**src/rtl/eth_downlink_port.sv**
```systemverilog
// Receive-side frame steering: classifies MAC RX frames by EtherType and pushes
// them to the control, data or forward stream through a one-beat hold register.
module eth_downlink_port #(
    parameter logic [15:0] CTRL_ETYPE = 16'hFF00,
    parameter logic [15:0] FWD_ETYPE  = 16'hFF01
) (
    input  logic        i_data_clk,
    input  logic        i_data_rst,

    input  logic        s_rx_axis_tvalid,
    input  logic [63:0] s_rx_axis_tdata,
    input  logic        s_rx_axis_tlast,
    input  logic [7:0]  s_rx_axis_tkeep,
    input  logic        s_rx_axis_tuser,

    output logic        m_ctrl_axis_tvalid,
    output logic [63:0] m_ctrl_axis_tdata,
    output logic        m_ctrl_axis_tlast,
    output logic [7:0]  m_ctrl_axis_tkeep,
    output logic        m_ctrl_axis_tuser,

    output logic        m_data_axis_tvalid,
    output logic [63:0] m_data_axis_tdata,
    output logic        m_data_axis_tlast,
    output logic [7:0]  m_data_axis_tkeep,
    output logic        m_data_axis_tuser,

    output logic        m_forward_axis_tvalid,
    output logic [63:0] m_forward_axis_tdata,
    output logic        m_forward_axis_tlast,
    output logic [7:0]  m_forward_axis_tkeep,
    output logic        m_forward_axis_tuser,

    input  logic        i_fwd_en,

    output logic [15:0] o_ctrl_pkt_cnt,
    output logic [15:0] o_data_pkt_cnt,
    output logic [15:0] o_fwd_pkt_cnt,
    output logic [15:0] o_drop_pkt_cnt
);

    typedef enum logic [1:0] {ST_SYNC, ST_IDLE, ST_HDR, ST_BODY} state_t;
    typedef enum logic [1:0] {RT_DATA, RT_CTRL, RT_FWD, RT_DROP} route_t;

    state_t      state_q, state_d;
    route_t      route_q, route_d;
    route_t      hdr_route;
    route_t      emit_route;
    logic        load;

    logic        h_vld_q, h_vld_d;
    logic [63:0] h_data_q, h_data_d;
    logic [7:0]  h_keep_q, h_keep_d;
    logic        h_last_q, h_last_d;
    logic        h_user_q, h_user_d;

    // out_vld bit 0 = control, 1 = data, 2 = forward
    logic [2:0]  out_vld_q, out_vld_d;
    logic [63:0] out_data_q, out_data_d;
    logic [7:0]  out_keep_q, out_keep_d;
    logic        out_last_q, out_last_d;
    logic        out_user_q, out_user_d;

    logic [15:0] ctrl_cnt_q, ctrl_cnt_d;
    logic [15:0] data_cnt_q, data_cnt_d;
    logic [15:0] fwd_cnt_q, fwd_cnt_d;
    logic [15:0] drop_cnt_q, drop_cnt_d;

    always_comb begin
        if (s_rx_axis_tdata[31:16] == CTRL_ETYPE) begin
            hdr_route = RT_CTRL;
        end else if (s_rx_axis_tdata[31:16] == FWD_ETYPE) begin
            hdr_route = i_fwd_en ? RT_FWD : RT_DROP;
        end else begin
            hdr_route = RT_DATA;
        end
    end

    always_comb begin
        state_d    = state_q;
        route_d    = route_q;
        load       = 1'b0;
        h_vld_d    = h_vld_q;
        h_data_d   = h_data_q;
        h_keep_d   = h_keep_q;
        h_last_d   = h_last_q;
        h_user_d   = h_user_q;
        out_vld_d  = 3'b000;
        out_data_d = out_data_q;
        out_keep_d = out_keep_q;
        out_last_d = out_last_q;
        out_user_d = out_user_q;
        ctrl_cnt_d = ctrl_cnt_q;
        data_cnt_d = data_cnt_q;
        fwd_cnt_d  = fwd_cnt_q;
        drop_cnt_d = drop_cnt_q;

        // Beat 0 leaves H in the same cycle beat 1 decides the route.
        emit_route = (state_q == ST_HDR) ? hdr_route : route_q;

        if (h_vld_q && (h_last_q || s_rx_axis_tvalid)) begin
            h_vld_d = 1'b0;
            if (emit_route != RT_DROP) begin
                out_data_d = h_data_q;
                out_keep_d = h_keep_q;
                out_last_d = h_last_q;
                out_user_d = h_user_q;
                case (emit_route)
                    RT_CTRL: begin
                        out_vld_d[0] = 1'b1;
                        if (h_last_q) ctrl_cnt_d = ctrl_cnt_q + 16'd1;
                    end
                    RT_DATA: begin
                        out_vld_d[1] = 1'b1;
                        if (h_last_q) data_cnt_d = data_cnt_q + 16'd1;
                    end
                    RT_FWD: begin
                        out_vld_d[2] = 1'b1;
                        if (h_last_q) fwd_cnt_d = fwd_cnt_q + 16'd1;
                    end
                    default: ;
                endcase
            end
        end

        case (state_q)
            ST_SYNC: begin
                if (!s_rx_axis_tvalid || s_rx_axis_tlast) state_d = ST_IDLE;
            end
            ST_IDLE: begin
                if (s_rx_axis_tvalid) begin
                    if (s_rx_axis_tlast) begin
                        drop_cnt_d = drop_cnt_q + 16'd1;
                    end else begin
                        load    = 1'b1;
                        state_d = ST_HDR;
                    end
                end
            end
            ST_HDR: begin
                if (s_rx_axis_tvalid) begin
                    load    = 1'b1;
                    route_d = hdr_route;
                    if (s_rx_axis_tlast) begin
                        state_d = ST_IDLE;
                        if (hdr_route == RT_DROP) drop_cnt_d = drop_cnt_q + 16'd1;
                    end else begin
                        state_d = ST_BODY;
                    end
                end
            end
            ST_BODY: begin
                if (s_rx_axis_tvalid) begin
                    load = 1'b1;
                    if (s_rx_axis_tlast) begin
                        state_d = ST_IDLE;
                        if (route_q == RT_DROP) drop_cnt_d = drop_cnt_q + 16'd1;
                    end
                end
            end
            default: state_d = ST_SYNC;
        endcase

        if (load) begin
            h_vld_d  = 1'b1;
            h_data_d = s_rx_axis_tdata;
            h_keep_d = s_rx_axis_tkeep;
            h_last_d = s_rx_axis_tlast;
            h_user_d = s_rx_axis_tuser;
        end
    end

    always_ff @(posedge i_data_clk) begin
        if (i_data_rst) begin
            state_q    <= ST_SYNC;
            route_q    <= RT_DATA;
            h_vld_q    <= 1'b0;
            h_data_q   <= 64'd0;
            h_keep_q   <= 8'h00;
            h_last_q   <= 1'b0;
            h_user_q   <= 1'b0;
            out_vld_q  <= 3'b000;
            out_data_q <= 64'd0;
            out_keep_q <= 8'h00;
            out_last_q <= 1'b0;
            out_user_q <= 1'b0;
            ctrl_cnt_q <= 16'd0;
            data_cnt_q <= 16'd0;
            fwd_cnt_q  <= 16'd0;
            drop_cnt_q <= 16'd0;
        end else begin
            state_q    <= state_d;
            route_q    <= route_d;
            h_vld_q    <= h_vld_d;
            h_data_q   <= h_data_d;
            h_keep_q   <= h_keep_d;
            h_last_q   <= h_last_d;
            h_user_q   <= h_user_d;
            out_vld_q  <= out_vld_d;
            out_data_q <= out_data_d;
            out_keep_q <= out_keep_d;
            out_last_q <= out_last_d;
            out_user_q <= out_user_d;
            ctrl_cnt_q <= ctrl_cnt_d;
            data_cnt_q <= data_cnt_d;
            fwd_cnt_q  <= fwd_cnt_d;
            drop_cnt_q <= drop_cnt_d;
        end
    end

    assign m_ctrl_axis_tvalid    = out_vld_q[0];
    assign m_ctrl_axis_tdata     = out_data_q;
    assign m_ctrl_axis_tkeep     = out_keep_q;
    assign m_ctrl_axis_tlast     = out_vld_q[0] & out_last_q;
    assign m_ctrl_axis_tuser     = out_vld_q[0] & out_user_q;

    assign m_data_axis_tvalid    = out_vld_q[1];
    assign m_data_axis_tdata     = out_data_q;
    assign m_data_axis_tkeep     = out_keep_q;
    assign m_data_axis_tlast     = out_vld_q[1] & out_last_q;
    assign m_data_axis_tuser     = out_vld_q[1] & out_user_q;

    assign m_forward_axis_tvalid = out_vld_q[2];
    assign m_forward_axis_tdata  = out_data_q;
    assign m_forward_axis_tkeep  = out_keep_q;
    assign m_forward_axis_tlast  = out_vld_q[2] & out_last_q;
    assign m_forward_axis_tuser  = out_vld_q[2] & out_user_q;

    assign o_ctrl_pkt_cnt = ctrl_cnt_q;
    assign o_data_pkt_cnt = data_cnt_q;
    assign o_fwd_pkt_cnt  = fwd_cnt_q;
    assign o_drop_pkt_cnt = drop_cnt_q;

endmodule
```
**config.mk**
```make
export PLATFORM = sky130hd
export DESIGN_NAME = eth_downlink_port
export DESIGN_NICKNAME = d
export VERILOG_FILES = /design/src/rtl/eth_downlink_port.sv
export SDC_FILE = /design/constraint.sdc
export NUM_CORES = 1
export LEC_CHECK = 0
export ABC_AREA = 1
export CORE_ASPECT_RATIO = 0.75
export CORE_MARGIN = 1
export CORE_UTILIZATION = 40
export CTS_CLUSTER_SIZE = 25
export DETAILED_ROUTE_END_ITERATION = 6
export PLACE_DENSITY = 0.72
export SLEW_MARGIN = 20
export SYNTH_ARGS = -nofsm -noshare
export SYNTH_HDL_FRONTEND = slang
export SYNTH_SLANG_ARGS = --single-unit
```
**constraint.sdc**
```tcl
create_clock -name i_data_clk -period 2.4 [get_ports i_data_clk]
set_clock_uncertainty 0.2 [all_clocks]
set_input_delay 0.6 -clock i_data_clk [delete_from_list [all_inputs] [get_ports i_data_clk]]
set_output_delay 0.6 -clock i_data_clk [all_outputs]
set_load 0.01 [all_outputs]
```
Word level (Yosys, flattened, before mapping)
Index checks and enable logic that the tools add are counted.
{ "op_classes": {"n_eq_ne": 20, "n_reduce_logical": 17, "bitwise": 8, "muxes": 30, "n_addsub": 4} }
{ "ops": {"columns": ["operator", "count"], "rows": [
  ["2-to-1 mux 16 bit", 8],
  ["adder 16 x 1 -> 16 bit (second input constant)", 4],
  ["one-hot mux 16 bit (3 select lines)", 1],
  ["== test 16 bit (second input constant)", 2],
  ["2-to-1 mux 2 bit", 10],
  ["!= test 2 bit (second input constant)", 10],
  ["AND reduction 4 bit", 3],
  ["== test 2 bit (second input constant)", 5],
  ["2-to-1 mux 1 bit", 9],
  ["AND reduction 9 bit", 1],
  ["one-hot mux 2 bit (4 select lines)", 1],
  ["AND 1 bit", 6],
  ["AND reduction 6 bit", 1],
  ["== test 2 x 1 -> 1 bit (second input constant)", 2],
  ["logical NOT 2 bit", 2],
  ["AND reduction 2 bit", 2],
  ["nonzero test 3 bit", 1],
  ["OR reduction 3 bit", 1],
  ["logical OR 1 bit", 2],
  ["!= test 2 x 1 -> 1 bit (second input constant)", 1],
  ["NOT 1 bit", 2],
  ["one-hot mux 1 bit (2 select lines)", 1],
  ["nonzero test 2 bit", 1],
  ["OR reduction 2 bit", 1],
  ["other kinds (2)", 2]
]} }
{ "word_totals": {"elab_cells": 95, "register_bits": 220, "output_inout_bits": 289, "in_bits": 78} }

Depth between registers and ports, before layout
{ "depth": {"depth_word": 8, "mapped_depth": 13, "mapped_depth_nobuf": 12} }

Least setup slack after synthesis
OpenSTA, ideal clock, no wires.
{ "synth_path": {"path_kind": "input -> register", "startpoint": "input port s_rx_axis_tdata[18]", "endpoint": "register out_data_q[13] (netlist: m_ctrl_axis_tdata[13])", "required_time_ns": 2.085, "arrival_ns": 1.890, "setup_slack_ns": 0.195, "setup_ns": 0.115, "n_path_buf": 2, "stages": 10, "path_cell_list": "nor2_1 > nand2_1 > nor2_2 > nand2_1 > o21ai_4 > nand3_2 > buf_2 > buf_2 > a21oi_1 > nor2_1"} }
{ "synth_via": {"elab_chain_len": 6, "elab_cells_between_ends": 7, "cone_classes": "eq/ne: 3; mux: 3; reduce/logical: 1"} }
{ "synth_rtl": {"columns": ["item", "line", "source"], "rows": [
  ["from (decl)", "11", "input logic [63:0] s_rx_axis_tdata,"],
  ["== test 16 bit", "72", "end else if (s_rx_axis_tdata[31:16] == FWD_ETYPE) begin"],
  ["2-to-1 mux 2 bit", "72", null],
  ["2-to-1 mux 2 bit (*)", "70", "if (s_rx_axis_tdata[31:16] == CTRL_ETYPE) begin"],
  ["2-to-1 mux 2 bit (*)", "99", "emit_route = (state_q == ST_HDR) ? hdr_route : route_q;"],
  ["!= test 2 bit (*)", "103", "if (emit_route != RT_DROP) begin"],
  ["AND reduction 2 bit (no source line) (*)", null, null],
  ["to (signal assigned)", "200", "out_data_q <= out_data_d;"],
  ["to (decl)", "59", "logic [63:0] out_data_q, out_data_d;"]
]} }
Mark *: on every way between the ends. The rest lies on a longest branch, timed or not.
A chain may end at the register's enable or synchronous reset.

Worst setup path in the final report
{ "layout_path": {"startpoint": "register out_data_q[40] (netlist: m_ctrl_axis_tdata[40])", "endpoint": "output port m_data_axis_tdata[40]"} }
{ "layout_lines": {"columns": ["item", "line", "source"], "rows": [
  ["to (decl)", "23", "output logic [63:0] m_data_axis_tdata,"]
]} }
No word-level cell between the ends.

==> reports/results.ini <==
[status]
outcome = complete, no violations

[setup_path]
cp_max_fo = 4
path_buf_inv = 1
cp_top_family = buffers and inverters
worstReg2RegStart = state_q[0]
end_kind = output port
crit_slowest_cell = clkdlybuf4s50_1
worst_setup_path_start_kind = register
worst_ep_arrival_time_ps = 1540
cpPeakStageDelay_ps = 590
critPathRequiredTime_ps = 1600
critPathLaunch = m_ctrl_axis_tdata[40]
crit_chain = clkdlybuf4s50_1
worst-setup-path-type = reg2out

[timing]
timing.fmax_mhz = 428
period_minus_slack_ps = 2340
rsz0062_at_grt = true
max_slew_margin_pct = 50.7
setup_viol_count_final = 0
hold_viol = 0
timing.hold.ws_ps = 250
fin_setup_tns_ps = 0
period_share_pct = 97.3
worst-slew-pin-transition_ps = 739
layout_setup_ws_ps = 64.7
drv_slew = 0

[floorplan]
die_w_um = 194
io_pins = 367
die_h_um = 146
start_util_pct = 40.8
rows = 52
core_um2 = 27100
dieArea_um2 = 28300

[clock_tree]
clockBufferDepth = 3
cts_tree = done
root_buffer = clkbuf_16
cts_hold_buf = 0
htree_levels = 1
clock-sinks = 220
clk_latency_ps = 500
clkTransAtPathRegs_ps = 60
numCtsBuffers = 23
cts_setup_buffers = 0

[yosys]
syn-num-nets = 1622
synth_area_per_cell_um2 = 7.19
syn-instance-count = 1535
netlist_area_um2 = 11000
ys_types = 26
ys_seq_elements = 220
seq_area_frac_synth_pct = 39.9
synth_warnings = 0

[power_and_ir_drop]
p_int_mw = 7.68
p_seq_share_pct = 39.1
swShare_pct = 31.0
power_frac_clock_pct = 32.4
p_per_area_nw_per_um2 = 741
p_sw_mw = 3.45
power_frac_comb_pct = 28.5
p_leak_nw = 5.44
irDropWorstVdd_uv = 499

[place]
routabilityCongestion = 0.900
port_buffers = 366
dp_slack_ps = -336
hpwl_mm = 21.3

[drt]
top_layer = met5
wire_per_inst_um = 14.6
wirelength_mm = 30.7
vias = 10476
viasPerCell = 4.97
routedLengthMet1_mm = 13.7
dr_wl_met2_mm = 14.4
dr.pass1.iters = 5
met3_length_mm = 1.90
drc = 0
postRouteAntennaNets = 0
drtIter0Drc = 712

[grt]
antenna_found_initial = 1
grt_max_degree = 67
grt_pass1_vias = 9604
track_usage_pct = 20.9
grt_pass1_wl_mm = 49.5
gr-total-overflow = 0

[worst_hold_path]
hold_start = h_data_q[63]
hold_path.class = reg2reg

[run]
max-cap-violations = 0

[layout]
regArea_um2 = 4420
multi_input_area_um2 = 4810
areaGrowthSynthToFinish_pct = 36.0
num_antenna_cells = 0
fillerInstances = 2584
nets = 1827
drive_above_1_share_pct = 6.15

[area by class of cell]
cell class                      instances  share of cell area [%]
Multi-Input combinational cell        977                    32.0
Sequential cell                       220                    29.4
Timing Repair Buffer                  415                    27.9
Clock buffer                           34                    4.51
Tap cell                              351                    2.93
Inverter                              103                    2.59
Clock inverter                          6                   0.559
[Yosys cell counts]
library cell	instances	share of area, %
a211oi_1	2	0.14
a21oi_1	176	8.0
a31oi_1	1	0.057
buf_1	13	0.44
buf_2	16	0.73
buf_4	144	9.8
buf_6	3	0.31
clkbuf_1	59	2.0
dfxtp_1	220	40
ha_1	9	1.0
inv_1	101	3.4
inv_2	2	0.068
nand2_1	244	8.3
nand2_2	1	0.057
nand3_1	83	3.8
nand3_2	2	0.18
nand3b_1	39	2.7
nand4_1	64	3.6
nor2_1	204	6.9
nor2_2	2	0.11
nor3_1	19	0.86
nor3b_1	2	0.14
o21ai_0	84	3.8
o21ai_4	1	0.15
xnor2_1	8	0.64
xor2_1	36	2.9
[state kept, by name (all words and copies together), names as in the netlist, 2 cells and up]
name and count:
h_data_q 64, h_keep_q 8, m_ctrl_axis_tdata 64, m_ctrl_axis_tkeep 8, o_ctrl_pkt_cnt 16, o_data_pkt_cnt 16
o_drop_pkt_cnt 16, o_fwd_pkt_cnt 16, out_vld_q 3, route_q 2, state_q 2
[worst paths after layout]
kind,end,slack (ps),depth (start not counted)
setup / recovery,m_data_axis_tdata[40],60,1
hold / removal,h_data_q[63],250,2
setup reg to reg,o_drop_pkt_cnt[7],230,11
hold reg to reg,h_data_q[63],250,2
[cell families after synthesis]
family	count (synthesis)	share of synthesized area, %
xor+xnor	44	3.49
simple gates	660	26.6
fa+ha+maj	9	1.02
buf+inv	338	16.8
flops	220	39.9
compound gates	264	12.1
[metal layers]
layer / global-route usage [%] / vias to the layer above
met3: 4.15 / 45
met4: 4.40 / 2
met2: 35.0 / 349
met1: 27.7 / 4797
li1: - / 5283
met5: 0 / -
[metrics by stage]
stage	power [mW]	instances	util, %	area (um2)
finish	11.1	2106	55.4	15000
global route	11.7	2106	55.4	15000
CTS	11.2	2106	55.4	15000
detailed placement	7.58	2066	52.6	14200
global placement	7.48	2066	52.6	14200
floorplan	6.32	1535	-	11000
[placed cells by master, fill, tap and decap left out, types with 5 or more instances in the layout]
master | netlist | routed
nor3_1 | 19 | 19
xor2_1 | 36 | 36
clkbuf_8 | 0 | 6
clkbuf_1 | 59 | 5
inv_1 | 101 | 100
nand3_1 | 83 | 82
xnor2_1 | 8 | 8
clkbuf_16 | 0 | 23
nand3b_1 | 39 | 39
nor2_1 | 204 | 203
dfxtp_2 | 0 | 10
clkdlybuf4s50_1 | 0 | 364
buf_12 | 0 | 13
nand4_1 | 64 | 64
dfxtp_1 | 220 | 210
nand2_1 | 244 | 243
a21oi_1 | 176 | 175
ha_1 | 9 | 9
buf_4 | 144 | 35
o21ai_0 | 84 | 84
[timing repair]
| action | in CTS | in global routing |
|---|---|---|
| setup endpoints to repair | 1 | 30 |
| pin swaps | 0 | 0 |
| gates resized for setup | 1 | 13 |
[power by group through the flow]
stage	sequential, mW	combinational [mW]	clock (mW)
6_report	4.35	3.17	3.61
5_1_grt	4.41	3.46	3.87
4_1_cts	4.35	3.16	3.71
2_1_floorplan	4.40	1.91	0
3_5_place_dp	4.43	3.15	0
3_3_place_gp	4.41	3.08	0
No activity file was read; power rests on OpenSTA's default activity.
